## src/rtl/cpu_collector_if.sv

```systemverilog
// Handshake bundle between the cpu channels, the collector and the downstream consumer.
// The collector connects through the slave modport.
interface cpu_collector_if #(
  parameter int unsigned CPU_NB = 4
);
  logic [CPU_NB-1:0]       cpu_data_vld;
  logic [CPU_NB-1:0][63:0] cpu_data;
  logic [CPU_NB-1:0]       cpu_transactions_done;
  logic [CPU_NB-1:0]       cpu_data_rdy;
  logic                    out_vld;
  logic                    out_rdy;
  logic [63:0]             out_data;
  logic [3:0]              out_src;

  modport master (
    output cpu_data_vld, cpu_data, cpu_transactions_done, out_rdy,
    input  cpu_data_rdy, out_vld, out_data, out_src
  );

  modport slave (
    input  cpu_data_vld, cpu_data, cpu_transactions_done, out_rdy,
    output cpu_data_rdy, out_vld, out_data, out_src
  );
endinterface

```

## src/rtl/cpu_collector.sv

```systemverilog
// Round-robin collector: merges CPU_NB 64-bit channels into one show-ahead buffer,
// counts and XORs popped words, and flags completion once every channel is done and drained.
module cpu_collector #(
  parameter int unsigned CPU_NB     = 4,
  parameter int unsigned FIFO_DEPTH = 8
) (
  input  logic              clk,
  input  logic              rst,
  cpu_collector_if.slave    bus,
  output logic [31:0]       rx_count,
  output logic [63:0]       checksum,
  output logic              all_done
);
  localparam int unsigned PW = $clog2(FIFO_DEPTH);
  localparam int unsigned IW = (CPU_NB > 1) ? $clog2(CPU_NB) : 1;

  logic [63:0]   mem_data [FIFO_DEPTH];
  logic [3:0]    mem_src  [FIFO_DEPTH];
  logic [PW-1:0] wr_ptr, rd_ptr;
  logic [PW:0]   count;
  logic [3:0]    last_grant;
  logic [IW-1:0] winner, cand;
  logic          found, full, push, pop;

  // Search starts one past the last granted channel.
  always_comb begin
    winner = '0;
    cand   = '0;
    found  = 1'b0;
    for (int unsigned k = 0; k < CPU_NB; k++) begin
      cand = IW'((32'(last_grant) + 32'd1 + k) % CPU_NB);
      if (!found && bus.cpu_data_vld[cand]) begin
        found  = 1'b1;
        winner = cand;
      end
    end
  end

  // Full blocks acceptance regardless of a same-cycle pop, keeping out_rdy off the rdy path.
  assign full = (count == (PW+1)'(FIFO_DEPTH));
  assign push = found && !full && !rst;
  assign pop  = (count != '0) && bus.out_rdy;

  always_comb begin
    bus.cpu_data_rdy = '0;
    if (push) bus.cpu_data_rdy[winner] = 1'b1;
  end

  assign bus.out_vld  = (count != '0);
  assign bus.out_data = mem_data[rd_ptr];
  assign bus.out_src  = mem_src[rd_ptr];

  always_ff @(posedge clk) begin
    if (push) begin
      mem_data[wr_ptr] <= bus.cpu_data[winner];
      mem_src[wr_ptr]  <= 4'(winner);
    end
  end

  always_ff @(posedge clk or posedge rst) begin
    if (rst) begin
      wr_ptr     <= '0;
      rd_ptr     <= '0;
      count      <= '0;
      last_grant <= 4'(CPU_NB - 1);
      rx_count   <= '0;
      checksum   <= '0;
      all_done   <= 1'b0;
    end else begin
      if (push) begin
        wr_ptr     <= wr_ptr + 1'b1;
        last_grant <= 4'(winner);
      end
      if (pop) begin
        rd_ptr   <= rd_ptr + 1'b1;
        rx_count <= rx_count + 32'd1;
        checksum <= checksum ^ bus.out_data;
      end
      case ({push, pop})
        2'b10:   count <= count + 1'b1;
        2'b01:   count <= count - 1'b1;
        default: ;
      endcase
      // Uses pre-edge occupancy, so the edge that pops the last word cannot set it.
      if (&bus.cpu_transactions_done && !(|bus.cpu_data_vld) && count == '0)
        all_done <= 1'b1;
    end
  end
endmodule

```

## src/flat_wrapper.sv

```systemverilog
// flat-port wrapper written by rule: the top's interface ports become plain ports
module cpu_collector_flat 
#(
  parameter int unsigned CPU_NB     = 4,
  parameter int unsigned FIFO_DEPTH = 8
)
  (clk, rst, rx_count, checksum, all_done, bus_cpu_data_vld, bus_cpu_data, bus_cpu_transactions_done, bus_out_rdy, bus_cpu_data_rdy, bus_out_vld, bus_out_data, bus_out_src);
  cpu_collector_if #(.CPU_NB(CPU_NB)) bus_i ();
  input  logic clk;
  input  logic rst;
  output logic [31:0] rx_count;
  output logic [63:0] checksum;
  output logic all_done;
  input wire logic [$bits(bus_i.cpu_data_vld)-1:0] bus_cpu_data_vld;
  input wire logic [$bits(bus_i.cpu_data)-1:0] bus_cpu_data;
  input wire logic [$bits(bus_i.cpu_transactions_done)-1:0] bus_cpu_transactions_done;
  input wire logic [$bits(bus_i.out_rdy)-1:0] bus_out_rdy;
  output wire logic [$bits(bus_i.cpu_data_rdy)-1:0] bus_cpu_data_rdy;
  output wire logic [$bits(bus_i.out_vld)-1:0] bus_out_vld;
  output wire logic [$bits(bus_i.out_data)-1:0] bus_out_data;
  output wire logic [$bits(bus_i.out_src)-1:0] bus_out_src;
  assign bus_i.cpu_data_vld = bus_cpu_data_vld;
  assign bus_i.cpu_data = bus_cpu_data;
  assign bus_i.cpu_transactions_done = bus_cpu_transactions_done;
  assign bus_i.out_rdy = bus_out_rdy;
  assign bus_cpu_data_rdy = bus_i.cpu_data_rdy;
  assign bus_out_vld = bus_i.out_vld;
  assign bus_out_data = bus_i.out_data;
  assign bus_out_src = bus_i.out_src;
  cpu_collector #(.CPU_NB(CPU_NB), .FIFO_DEPTH(FIFO_DEPTH)) u_core (.clk(clk), .rst(rst), .bus(bus_i), .rx_count(rx_count), .checksum(checksum), .all_done(all_done));
endmodule
```

## config.mk

```make
export PLATFORM = sky130hd
export DESIGN_NAME = cpu_collector_flat
export DESIGN_NICKNAME = d
export VERILOG_FILES = /design/src/rtl/cpu_collector_if.sv /design/src/rtl/cpu_collector.sv /design/src/flat_wrapper.sv
export SDC_FILE = /design/constraint.sdc
export NUM_CORES = 1
export LEC_CHECK = 0
export ABC_CLOCK_PERIOD_IN_PS = 7300
export CAP_MARGIN = 10
export CORE_MARGIN = 1
export CORE_UTILIZATION = 53
export CTS_BUF_LIST = sky130_fd_sc_hd__clkbuf_16
export DETAILED_ROUTE_END_ITERATION = 16
export GPL_TIMING_DRIVEN = 0
export PLACE_DENSITY = 0.88
export SLEW_MARGIN = 25
export SYNTH_ARGS = -nofsm -noshare
export SYNTH_HDL_FRONTEND = slang
export SYNTH_SLANG_ARGS = --single-unit
```

## constraint.sdc

```tcl
create_clock -name clk -period 7.3 [get_ports clk]
set_input_delay 0.73 -clock clk [delete_from_list [all_inputs] [get_ports clk]]
set_output_delay 0.73 -clock clk [all_outputs]
set_load 0.02 [all_outputs]
```

; Yosys cells after proc, flatten, opt, wreduce, memory -nomap -nowiden
; Memory sizes are Yosys's and may differ from the RTL's.
; Index checks and enable logic that the tools add are counted.
[totals]
input_bits = 267
output_inout_bits = 170
ramBits = 528
n_memories = 2
mem_bits_ro = 0
reg_bits = 109
elab_cells = 72
latchBits = 0
[mem_list]
columns = name, words, width, rd, rd_ports_with_merged_regs, write_ports, line_no
row1 = u_core.mem_data, 8, 64, 1, 0, 1, cpu_collector.sv:17  ; logic [63:0] mem_data [FIFO_DEPTH];
row2 = u_core.mem_src, 8, 2, 1, 0, 1, cpu_collector.sv:18  ; logic [3:0] mem_src [FIFO_DEPTH];
[classes]
n_eq_ne = 3
n_div = 0
n_reduce_logical = 20
add_sub_neg = 9
shift = 0
magnitude_cmp = 6
muxes = 24
mul = 0
bitwise_logic = 1
[ops]
columns = op, n
row1 = $bmux W64 S2, 1
row2 = $mux W64, 1
row3 = $xor A64 B64 Y64, 1
row4 = $add A32 B1 Y32 const B, 1
row5 = $lt A2 B3 Y1 const B, 5
row6 = $mux W1, 11
row7 = $logic_and A1 B1 Y1, 9
row8 = $bmux W1 S2, 4
row9 = $mux W2, 4
row10 = $pmux W4 S2, 1
row11 = $add A3 B1 Y3 const B, 2
row12 = $logic_not A1 Y1, 6
row13 = $add A2 B1 Y2 const B, 2
row14 = $add A2 B2 Y2 const B, 2
row15 = $add A4 B1 Y4 const B, 1
row16 = $eq A4 B4 Y1 const B, 1
row17 = $logic_not A4 Y1, 1
row18 = $mux W4, 1
row19 = $reduce_and A4 Y1, 1
row20 = $reduce_bool A4 Y1, 1
row21 = $reduce_or A4 Y1, 1
row22 = $sub A4 B1 Y4 const B, 1
row23 = $demux W1 S2, 1
row24 = $eq A2 B1 Y1 const B, 1
row25 = 3 further kinds, 3

; Depth between registers and ports, before layout
[logic_depth]
ltp_word = 18
mapped_depth = 12
mapped_depth_nobuf = 10

; Worst setup path before layout
; Ideal clock, no wire load.
[synth_timing]
kind = input-to-reg
start = input bus_cpu_data_vld[1]
end = memory u_core.mem_data[3][0] (enable)
arrival_time_ns = 6.360
setup_time_ns = 0.585
slack_ns = 0.355
required_time_ns = 6.715
n_path_buf = 1
cell_stages = 5
path_cell_list = nor4_1 a211oi_1 clkbuf_1 nand2_1 nor3b_1
[synth_between]
elab_chain_len = 16
elab_cells_between_ends = 22
cone_classes = mux (14) / reduce/logical (8)
[synth_lines]
columns = item, line_no
row1 = "start, declared", flat_wrapper.sv:14  ; input wire logic [$bits(bus_i.cpu_data_vld)-1:0] bus_cpu_data_vld;
row2 = $bmux W1 S2, cpu_collector.sv:32  ; if (!found && bus.cpu_data_vld[cand]) begin
row3 = $mux W1 (not written as such), cpu_collector.sv:32
row4 = $mux W1, cpu_collector.sv:32
row5 = $logic_not A1 Y1, cpu_collector.sv:32
row6 = $logic_and A1 B1 Y1, cpu_collector.sv:32
row7 = $mux W1, cpu_collector.sv:32
row8 = $logic_not A1 Y1, cpu_collector.sv:32
row9 = $logic_and A1 B1 Y1, cpu_collector.sv:32
row10 = $mux W1, cpu_collector.sv:32
row11 = $logic_not A1 Y1, cpu_collector.sv:32
row12 = $logic_and A1 B1 Y1, cpu_collector.sv:32
row13 = $mux W1 (*), cpu_collector.sv:32
row14 = $logic_and A1 B1 Y1 (*) (2 in a row), cpu_collector.sv:41  ; assign push = found && !full && !rst;
row15 = $mux W1 (*), cpu_collector.sv:54  ; if (push) begin
row16 = $mux W1 (not written as such) (*), cpu_collector.sv:55  ; mem_data[wr_ptr] <= bus.cpu_data[winner];
row17 = "end, declared", cpu_collector.sv:17
; Mark *: on every way between the ends. The rest lies on a longest branch, timed or not. The select of a mux whose other input is x is not followed.

; Final worst setup path
[layout_timing]
start = input bus_cpu_data_vld[1]
end = output bus_cpu_data_rdy[2]
[layout_between]
elab_chain_len = 17
elab_cells_between_ends = 30
cone_classes = order compare (2) / mux (19) / reduce/logical (9)
[layout_lines]
columns = item, line_no
row1 = $bmux W1 S2, cpu_collector.sv:32
row2 = $mux W1 (not written as such), cpu_collector.sv:32
row3 = $mux W1, cpu_collector.sv:32
row4 = $logic_not A1 Y1, cpu_collector.sv:32
row5 = $logic_and A1 B1 Y1, cpu_collector.sv:32
row6 = $mux W1, cpu_collector.sv:32
row7 = $logic_not A1 Y1, cpu_collector.sv:32
row8 = $logic_and A1 B1 Y1, cpu_collector.sv:32
row9 = $mux W1, cpu_collector.sv:32
row10 = $logic_not A1 Y1, cpu_collector.sv:32
row11 = $logic_and A1 B1 Y1, cpu_collector.sv:32
row12 = $mux W2, cpu_collector.sv:32
row13 = $lt A2 B3 Y1 (not written as such) / $ge A2 B1 Y1 (equally long branches), cpu_collector.sv:46  ; if (push) bus.cpu_data_rdy[winner] = 1'b1;
row14 = $logic_and A1 B1 Y1 (not written as such), cpu_collector.sv:46
row15 = $mux W1 (not written as such), cpu_collector.sv:46
row16 = $demux W1 S2, -
row17 = $mux W4 (*), cpu_collector.sv:46
row18 = "end, declared", flat_wrapper.sv:18  ; output wire logic [$bits(bus_i.cpu_data_rdy)-1:0] bus_cpu_data_rdy;
; Marked as above.

==> results.py <==
metrics = {
    "route": {
        "dr.pass1.iters": 6,
        "m1WireLength_um": 27800,
        "wire_per_inst_um": 26.4,
        "detail-route-antenna-nets": 0,
        "met2_length_um": 37200,
        "top_layer": "met4",
        "drc": 0,
        "first_iter_violations": 1802,
        "vias": 17069,
        "viasPerCell": 6.07,
        "wl_um": 74200,
        "met3_length_um": 6330,
    },
    "grt": {
        "grt_max_degree": 66,
        "grt_pass1_wl_um": 109000,
        "grt_pass1_vias": 17532,
        "grtUsageTotal": 0.295,
        "antenna_found_initial": 2,
        "grt_overflow_total": 0,
    },
    "synth": {
        "synthFlopType": "edfxtp_1",
        "yosysMostFrequentCell": "edfxtp_1",
        "ys_top_cells_by_area": "edfxtp_1, mux4_2, dfrtp_1",
        "ys_seq_elements": 637,
        "synth_commonest_cells": "edfxtp_1, nand2_1, mux4_2",
        "yosysTopAreaCell": "edfxtp_1",
        "async_reset_ff_frac": 0.171,
        "synth_enable_flop_cells": 528,
        "ys_warn_count": 0,
        "yosysTopAreaCellShare": 0.601,
        "synth.distinct_cells": 48,
        "synthCells": 1534,
        "yosysSeqAreaShare": 0.705,
        "syn_avg_cell_area_um2": 17.2,
        "netlist_area_um2": 26400,
    },
    "sta": {
        "tightest_slew_ps": 1090,
        "finalCriticalPeriod_ps": 5440,
        "relSlewSlack": 0.271,
        "setup_ws_ps": 1860,
        "finalHoldViolCount": 0,
        "fmax_mhz": 184,
        "fin_crit_sh": 0.745,
        "finalSetupViolCount": 0,
        "fin_skew_ps": 19.0,
        "finalMaxSlewViolations": 0,
        "rsz0062_at_grt": "no",
    },
    "critical_path": {
        "setup.worst_path.start_class": "input port",
        "crit_type": "input port to primary output",
        "critical_path.max_fanout": 10,
        "crit_start": "bus_cpu_data_vld[1]",
        "cp-end-kind": "primary output",
        "rr_startpoint": "u_core.last_grant[1]",
        "cp_data_arrival_time_ps": 4710,
        "critPathRequiredTime_ps": 6570,
    },
    "layout": {
        "regArea_um2": 18600,
        "synthToLayoutAreaGrowth_pct": 29.6,
        "num-fill-cells": 2995,
        "final_cell_area_um2": 34200,
        "finalNetCount": 2372,
        "utilization": 0.697,
        "instances_no_fill": 2813,
        "multi_input_area_um2": 7280,
        "drive_gt1_frac": 0.203,
    },
    "floorplanning": {
        "die_y_um": 225,
        "start_util": 0.538,
        "die_area_um2": 50700,
        "coreArea_um2": 49100,
        "die_w_um": 225,
        "rows": 81,
        "ioPinCount": 437,
    },
    "clocking": {
        "cts_max_level": 2,
        "clockBufferDepth": 3,
        "clock_latency_ps": 620,
        "ctsHoldBuffers": 0,
        "cts_resized": 0,
        "clk_pin_slew_ps": 60,
        "post-cts-setup-buffers": 0,
        "cts-buffers-inserted": 60,
        "root_buffer": "clkbuf_16",
        "clock_sinks": 637,
        "tritoncts": "yes",
    },
    "power": {
        "power.density_nw_per_um2": 442,
        "total_power_mw": 15.1,
        "ir_worst_vdd_v": 0.000253,
        "cellLeakagePower_nw": 11.9,
    },
    "place": {
        "place.gp.congestion": 0.944,
        "dp_slack_ps": 1950,
        "placed_area_um2": 32200,
        "port_buffers": 434,
        "dp_hpwl_um": 51600,
        "place_inst": 2701,
    },
    "worst_hold_path": {
        "hold_path_class": "flop to flop",
        "hp-start": "u_core.checksum[30]",
    },
    "job": {
        "drv_cap": 0,
    },
    "outcome": {
        "status": "finished, final reports clean",
    },
}
==> final cells by class <==
cell class | count | share of cell area
well taps | 664 | 0.0243
plain buffers | 94 | 0.0161
clock inverters | 50 | 0.0121
flip-flops and latches | 637 | 0.544
inverters | 5 | 0.000768
diodes | 1 | 0.0000732
clock buffers | 61 | 0.0446
repair buffers | 502 | 0.146
multi-input cells | 799 | 0.213
==> layout by cell type, fill, tap and decap left out, types with 16 or more instances in the layout <==
master           count
edfxtp_1           528
clkdlybuf4s50_1    434
nand2_1            266
mux4_2             132
dfrtp_1            107
xnor2_1             91
a21oi_1             69
a32oi_1             64
mux2_2              63
clkbuf_16           61
buf_4               57
buf_2               42
clkbuf_1            32
inv_1               16
==> flip-flops by register name (all words and copies together) (netlist names) <==
| register | cells |
|---|---|
| u_core.rd_ptr | 3 |
| u_core.count | 4 |
| u_core.rx_count | 32 |
| u_core.mem_data | 512 |
| u_core.last_grant | 2 |
| u_core.mem_src | 16 |
| u_core.wr_ptr | 3 |
| u_core.all_done | 1 |
| u_core.checksum | 64 |
==> worst max-delay path, stage by stage <==
cell             delay, ps
clkdlybuf4s50_1        480
a21oi_1                170
a31oi_1                 70
a21oi_1                840
clkbuf_1               770
buf_2                  560
nand2_1                300
nor2_1                 160
clkdlybuf4s50_1        610
==> power by group <==
| part | total, mW | switching [mW] | internal, mW |
|---|---|---|---|
| combinational | 6.53 | 3.67 | 2.86 |
| clock | 3.10 | 1.34 | 1.76 |
| sequential | 5.50 | 0.328 | 5.17 |
| total | 15.1 | 5.34 | 9.79 |
==> per-layer routing <==
| layer | GRT usage | up-vias |
|---|---|---|
| li1 | - | 7067 |
| met1 | 0.381 | 8760 |
| met5 | 0 | - |
| met4 | 0.129 | 0 |
| met2 | 0.493 | 1052 |
| met3 | 0.0541 | 190 |
==> kinds of logic (layout without fill, tap and decap cells) <==
kind of cell,after synthesis,count (layout),share of synthesized area
AOI/OAI and AO/OA,142,142,0.0369
xor gates and xnor gates,104,104,0.0345
adders and majority gates,6,6,0.00285
buffers and inverters,99,712,0.0215
DFF,637,637,0.705
muxes,203,203,0.144
other,1,3,0.000142
and+or+nand+nor,342,342,0.0556
==> path summary, 6_finish.rpt <==
kind | slack [ps] | cells after the start | to
worst max register to register | 3240 | 5 | u_core.mem_data[2][27]
worst min register to register | 470 | 1 | u_core.checksum[30]
worst max-delay path | 1860 | 9 | bus_cpu_data_rdy[2]
min in group asynchronous | 590 | 2 | u_core.count[3]
worst min-delay path | 470 | 1 | u_core.checksum[30]
max in group asynchronous | 6030 | 3 | u_core.checksum[9]
==> per-stage QoR <==
step                       TNS, ps  hold WS [ps]
final                            0           473
after floorplan                  0           480
after global routing             0           481
after detailed placement         0           461
after global placement    -1905520           459
after CTS                        0           473
(Power assumes the default switching activity.)
